--- src/rtl/ahbl_pkg.sv ---
// AHB-Lite encodings and helpers shared by the bus initiators and responders.
package ahbl_pkg;

  localparam int unsigned HADDR_W = 32;
  localparam int unsigned HDATA_W = 32;

  typedef enum logic [1:0] {
    HTRANS_IDLE   = 2'b00,
    HTRANS_BUSY   = 2'b01,
    HTRANS_NONSEQ = 2'b10,
    HTRANS_SEQ    = 2'b11
  } htrans_t;

  localparam logic [2:0] HSIZE_BYTE  = 3'b000;
  localparam logic [2:0] HSIZE_HALF  = 3'b001;
  localparam logic [2:0] HSIZE_WORD  = 3'b010;
  localparam logic [2:0] HBURST_SINGLE = 3'b000;
  localparam logic [3:0] HPROT_DATA_PRIV = 4'b0011;

  // Copy an LSB-justified write value onto every byte lane it may occupy.
  function automatic logic [HDATA_W-1:0] ahbl_replicate_wdata(
    input logic [1:0]         size,
    input logic [HDATA_W-1:0] data
  );
    logic [HDATA_W-1:0] rep;
    rep = data;
    case (size)
      2'd0:    rep = {4{data[7:0]}};
      2'd1:    rep = {2{data[15:0]}};
      default: rep = data;
    endcase
    return rep;
  endfunction

endpackage

--- src/rtl/ahbl_sbus_master.sv ---
// Debug Module system-bus port to AHB-Lite manager bridge, one SINGLE transfer per request.
// Optional data-phase timeout with drain state: define AHBL_SBUS_TIMEOUT_EN.
module ahbl_sbus_master
  import ahbl_pkg::*;
#(
  parameter int unsigned TIMEOUT_CYCLES = 255
) (
  input  logic        clk,
  input  logic        rst,
  input  logic [31:0] sbus_addr,
  input  logic        sbus_write,
  input  logic [1:0]  sbus_size,
  input  logic        sbus_vld,
  output logic        sbus_rdy,
  output logic        sbus_err,
  input  logic [31:0] sbus_wdata,
  output logic [31:0] sbus_rdata,
  output logic [31:0] haddr,
  output logic        hwrite,
  output logic [1:0]  htrans,
  output logic [2:0]  hsize,
  output logic [2:0]  hburst,
  output logic [3:0]  hprot,
  output logic        hmastlock,
  output logic [31:0] hwdata,
  input  logic        hready,
  input  logic        hresp,
  input  logic [31:0] hrdata
);

  typedef enum logic [1:0] {
    ST_IDLE  = 2'd0,
    ST_ADDR  = 2'd1,
    ST_DATA  = 2'd2,
    ST_DRAIN = 2'd3
  } state_t;

  if (TIMEOUT_CYCLES == 0 || TIMEOUT_CYCLES > 65535) begin : g_bad_timeout
    $error("ahbl_sbus_master: TIMEOUT_CYCLES out of range 1..65535");
  end

  state_t             r_state;
  htrans_t            r_htrans;
  logic [HADDR_W-1:0] r_addr;
  logic               r_write;
  logic [1:0]         r_size;
  logic [HDATA_W-1:0] r_wdata;
  logic [HDATA_W-1:0] r_hwdata;
  logic [HDATA_W-1:0] r_rdata;
  logic               r_rdy;
  logic               r_err;
  logic               w_misaligned;

`ifdef AHBL_SBUS_TIMEOUT_EN
  localparam int unsigned CNT_W = 16;
  // Timeout fires on the wait cycle that brings the count to TIMEOUT_CYCLES.
  localparam logic [CNT_W-1:0] TIMEOUT_LIM = CNT_W'(TIMEOUT_CYCLES - 1);
  logic [CNT_W-1:0] r_wait_cnt;
`endif

  // Illegal size or address not aligned to the access size.
  always_comb begin
    w_misaligned = 1'b0;
    case (sbus_size)
      2'd0:    w_misaligned = 1'b0;
      2'd1:    w_misaligned = sbus_addr[0];
      2'd2:    w_misaligned = |sbus_addr[1:0];
      default: w_misaligned = 1'b1;
    endcase
  end

  always_ff @(posedge clk) begin
    if (rst) begin
      r_state  <= ST_IDLE;
      r_htrans <= HTRANS_IDLE;
      r_addr   <= '0;
      r_write  <= 1'b0;
      r_size   <= 2'd0;
      r_wdata  <= '0;
      r_hwdata <= '0;
      r_rdata  <= '0;
      r_rdy    <= 1'b0;
      r_err    <= 1'b0;
`ifdef AHBL_SBUS_TIMEOUT_EN
      r_wait_cnt <= '0;
`endif
    end else begin
      r_rdy <= 1'b0;
      r_err <= 1'b0;
      case (r_state)
        // r_rdy masks the cycle in which the DM still holds vld after a response.
        ST_IDLE: begin
          if (sbus_vld && !r_rdy) begin
            if (w_misaligned) begin
              r_rdy <= 1'b1;
              r_err <= 1'b1;
            end else begin
              r_addr   <= sbus_addr;
              r_write  <= sbus_write;
              r_size   <= sbus_size;
              r_wdata  <= sbus_wdata;
              r_htrans <= HTRANS_NONSEQ;
              r_state  <= ST_ADDR;
            end
          end
        end
        ST_ADDR: begin
          if (hready) begin
            r_htrans <= HTRANS_IDLE;
            r_hwdata <= ahbl_replicate_wdata(r_size, r_wdata);
            r_state  <= ST_DATA;
`ifdef AHBL_SBUS_TIMEOUT_EN
            r_wait_cnt <= '0;
`endif
          end
        end
        ST_DATA: begin
          if (hready) begin
            r_rdy   <= 1'b1;
            r_err   <= hresp;
            r_state <= ST_IDLE;
            if (!hresp) begin
              r_rdata <= hrdata;
            end
          end
`ifdef AHBL_SBUS_TIMEOUT_EN
          else if (r_wait_cnt == TIMEOUT_LIM) begin
            r_rdy   <= 1'b1;
            r_err   <= 1'b1;
            r_state <= ST_DRAIN;
          end else begin
            r_wait_cnt <= r_wait_cnt + CNT_W'(1);
          end
`endif
        end
`ifdef AHBL_SBUS_TIMEOUT_EN
        // Let the stalled responder finish before issuing anything new.
        ST_DRAIN: begin
          if (hready) begin
            r_state <= ST_IDLE;
          end
        end
`endif
        default: begin
          r_state  <= ST_IDLE;
          r_htrans <= HTRANS_IDLE;
        end
      endcase
    end
  end

  assign sbus_rdy   = r_rdy;
  assign sbus_err   = r_err;
  assign sbus_rdata = r_rdata;
  assign haddr      = r_addr;
  assign hwrite     = r_write;
  assign htrans     = r_htrans;
  assign hsize      = {1'b0, r_size};
  assign hwdata     = r_hwdata;
  assign hburst     = HBURST_SINGLE;
  assign hprot      = HPROT_DATA_PRIV;
  assign hmastlock  = 1'b0;

endmodule

--- config.mk ---
export PLATFORM = sky130hd
export DESIGN_NAME = ahbl_sbus_master
export DESIGN_NICKNAME = d
export VERILOG_FILES = /design/src/rtl/ahbl_pkg.sv /design/src/rtl/ahbl_sbus_master.sv
export SDC_FILE = /design/constraint.sdc
export NUM_CORES = 1
export LEC_CHECK = 0
export BUFFER_PORTS_ARGS = -buffer_cell sky130_fd_sc_hd__buf_2
export CAP_MARGIN = 10
export CORE_MARGIN = 2
export CORE_UTILIZATION = 49
export DETAILED_ROUTE_END_ITERATION = 8
export MAX_ROUTING_LAYER = met4
export PLACE_DENSITY = 0.8
export SLEW_MARGIN = 40
export SYNTH_ARGS = -nofsm -noshare
export SYNTH_HDL_FRONTEND = slang
export SYNTH_SLANG_ARGS = --single-unit
--- constraint.sdc ---
create_clock -name clk -period 2.2 [get_ports clk]
set_input_delay 0.44 -clock clk [delete_from_list [all_inputs] [get_ports clk]]
set_output_delay 0.44 -clock clk [all_outputs]
set_load 0.005 [all_outputs]
==> impl_results.md <==
- Area share of the largest cell type after synthesis: 48.5%
- Cells along the critical path: buf_2
- Post-CTS sizing: 0
- Worst skew pair latency: 0.41 ns
- CORE AREA: between 10000 and 15000 sq um
- Post-route insts no fill: around 1000
- Psw: roughly 1.4 mW
- Crit path arrival time: 1.41 ns
- Relative slew slack: between 50% and 60%
- Max VDD drop: about 0.00055 V
- Worst R2R End: r_wdata[20]
- Io pins: approximately 220
- Postcts setup bufs: 0
- Initial antenna violation count: 3
- Vias post-DR: 4890
- Status: completed
- Levels on crit path: 1
- Delay-heaviest family, CP: flip-flops
- Antenna-violating nets left: 0
- Slowest-stage cell, CP: dfxtp_1
- Fin crit period: roughly 1.8 ns
- Total Neg Setup Slack: 0 ns
- Crit path required time: around 1.8 ns
- R2R Setup Slk: 0.47 ns
- NumNets Final: slightly above 900
- Vias per inst: a little under 5
- Comb pwr share: 8.6%
- Die Ht: about 110 um
- Total Routing Usage GR: between 20% and 30%
- Buf+Inv Stages, Crit Path: 1
- Transition time of the tightest slew-check pin: 0.713 ns
- FMAX: about 540 MHz
- Clk slew on worst S/H paths: around 0.06 ns
- Cell total after placement: approximately 950
- DP Wirelength: 9400 um
- Max-slew violation count: 0
- #FFs+latches synth: roughly 140
- Drt drc: 0
- Post-synth top area cell: dfxtp_1
- Worst setup EP type: primary output
- Fin crit share: 83.9%
- WL final: between 10000 and 15000 um
- Largest net degree at the start of global routing: 75
- Initial DRT Pass Iterations: 4
- Final setup viols: 0
- Max clock buf depth: 2
- Vias in the first global route: 4572
- Min-delay worst type: in -> reg
- R2R Path Start: r_state[1]
- Hold_ws: 0.274 ns
- Synth Area per Inst: around 8.7 sq um
- Gpl congestion: a little over 0.8
- Leakage power: roughly 3.2 nW
- Number of port buffers: 205
- CTS tree: done
- # Max-Cap Violations: 0
- RSZ-0062 raised after global routing: false
- Sequential Power Share: ~42%
- Area growth syn-to-layout: 29.9%
- CTS Hold Bufs: 0
- Die Wd: ~110 um
- Final Hold Fails: 0
- Synth top area cells: dfxtp_1 (49%), nand2_1 (15%), mux2i_1 (13%)
- Post-synthesis cell count: 647
- DR iter-0 viols: a little under 300
- Sequential share of the synthesized area: between 40% and 50%
- Share of cells above drive strength 1: approximately 31%
- PwrDens: roughly 860 nW/um^2
- R2R cell count: 4
- CTS Sinks: 136
- Rows: 39
- Switching share of power: a little over a fifth
- CP max FO: 19
- Worst setup SP type: flop
- Starting density of the core: between 40% and 50%
- Clock Skew: 0.00775 ns
- P_int: 4.88 mW
- Max incr delay on CP: 0.77 ns
- Global-route wire length before repair: between 20000 and 25000 um
- Gr ovfl total: 0
- Clk pwr share: 49.4%
- Hold_sp: hrdata[22]
- CTS buffer count: 17
- Setup CP Type: reg -> out
- Utilization after layout: between 60 and 70%
- Drt wl/cell: roughly 13 um
- H-Tree Level Count: 4
- WHS Path Cells: 3
- CTS Root Cell: clkbuf_16
- Netlist cell types: 31
- Crit path launch: r_size[0]
- Hold EP: sbus_rdata[22]
- Die footprint: between 10000 and 15000 sq um
- Warnings, synthesis: 0
- Mapped Area: ~5600 sq um
-- logic make-up (layout without fill, tap and decap cells) --
kind of cell | after synthesis | in the layout | synth area share [%]
other cells | 2 | 13 | 0.134
simple gates | 267 | 267 | 19.3
flops | 136 | 136 | 48.5
buf+inv | 65 | 251 | 7.18
mux | 80 | 80 | 14.4
compound gates | 97 | 97 | 10.4
-- area by class of cell --
| cell class | count | area [sq um] |
|---|---|---|
| Timing Repair Buffer | 217 | 1180 |
| Sequential cell | 136 | 2720 |
| Antenna cell | 3 | 7.51 |
| Clock buffer | 19 | 453 |
| Multi-Input combinational cell | 454 | 2540 |
| Tap cell | 143 | 179 |
| Inverter | 3 | 12.5 |
| Clock inverter | 12 | 198 |
| Fill cell | 946 | 4030 |
-- synth_stat cells (all sizes together) --
cell / count
nand3b: 1
a311oi: 9
clkbuf: 35
nor4b: 1
o21ai: 14
o211ai: 8
nor3b: 2
nor3: 1
inv: 3
or3b: 1
nand3: 2
mux2i: 72
and3b: 1
nand2b: 9
conb: 2
nor2: 20
a21oi: 51
mux2: 8
buf: 27
a211oi: 12
o21a: 1
nor4bb: 1
dfxtp: 136
nand2: 227
nand4bb: 1
a31oi: 2
-- flip-flops by register name, indices dropped and copies added, names as in the netlist --
signal,cells
haddr,32
hwdata,32
r_wdata,32
sbus_rdata,32
r_size,2
r_state,2
htrans,1
hwrite,1
sbus_err,1
sbus_rdy,1
-- power by group through the flow --
stage | sequential (mW) | clock (mW) | combinational, mW
after floorplan | 2.67 | 0 | 0.358
after global placement | 2.68 | 0 | 0.530
after detailed placement | 2.68 | 0 | 0.538
after CTS | 2.63 | 3.14 | 0.540
after global routing | 2.64 | 3.27 | 0.596
final | 2.63 | 3.09 | 0.536
-- cells in the final DEF (no fill, tap or decap), types with 2 or more instances in the layout --
cell,count
o211ai_1,8
clkbuf_8,2
conb_1,10
a31oi_1,2
mux2i_1,72
mux2_2,8
buf_12,5
nand2_1,227
nor2_1,20
a311oi_1,9
a211oi_1,10
inv_1,2
buf_2,205
bufinv_16,5
a21oi_1,51
nor3b_1,2
a211oi_2,2
o21ai_0,14
nand3_1,2
clkinvlp_4,2
diode_2,3
nand2b_1,9
dfxtp_1,136
clkinv_2,4
clkbuf_16,17
buf_4,7
-- worst max path at each step --
stage | end | slack, ns
after floorplan | hwdata[7] | 0.65
after global placement | haddr[27] | 0.49
after detailed placement | haddr[28] | 0.40
after CTS | hsize[0] | 0.33
after global routing | hsize[0] | 0.27
final | hsize[0] | 0.35
-- tightest hold or removal path, delay by kind of cell --
kind                   cells  cell delay [ns]
AND/OR/NAND/NOR            1             0.04
buffers and inverters      1             0.09
AO/OA/AOI/OAI              1             0.05
-- stage by stage --
stage | worst slack, ns | area, sq um | total power [mW]
2_1_floorplan | 0.651 | 5640 | 3.02
3_3_place_gp | 0.491 | 6630 | 3.21
3_5_place_dp | 0.396 | 6630 | 3.22
4_1_cts | 0.332 | 7280 | 6.31
5_1_grt | 0.275 | 7290 | 6.51
6_report | 0.354 | 7290 | 6.26
-- metal layers --
metal | routed length, um | vias to the layer above | global-route usage, %
met5 | 0 | - | -
met1 | 5990 | 2179 | 27.7
met2 | 6040 | 200 | 35.2
met4 | 163 | 0 | 6.42
li1 | - | 2499 | -
met3 | 1120 | 12 | 6.18
No activity file was read; power rests on OpenSTA's default activity.
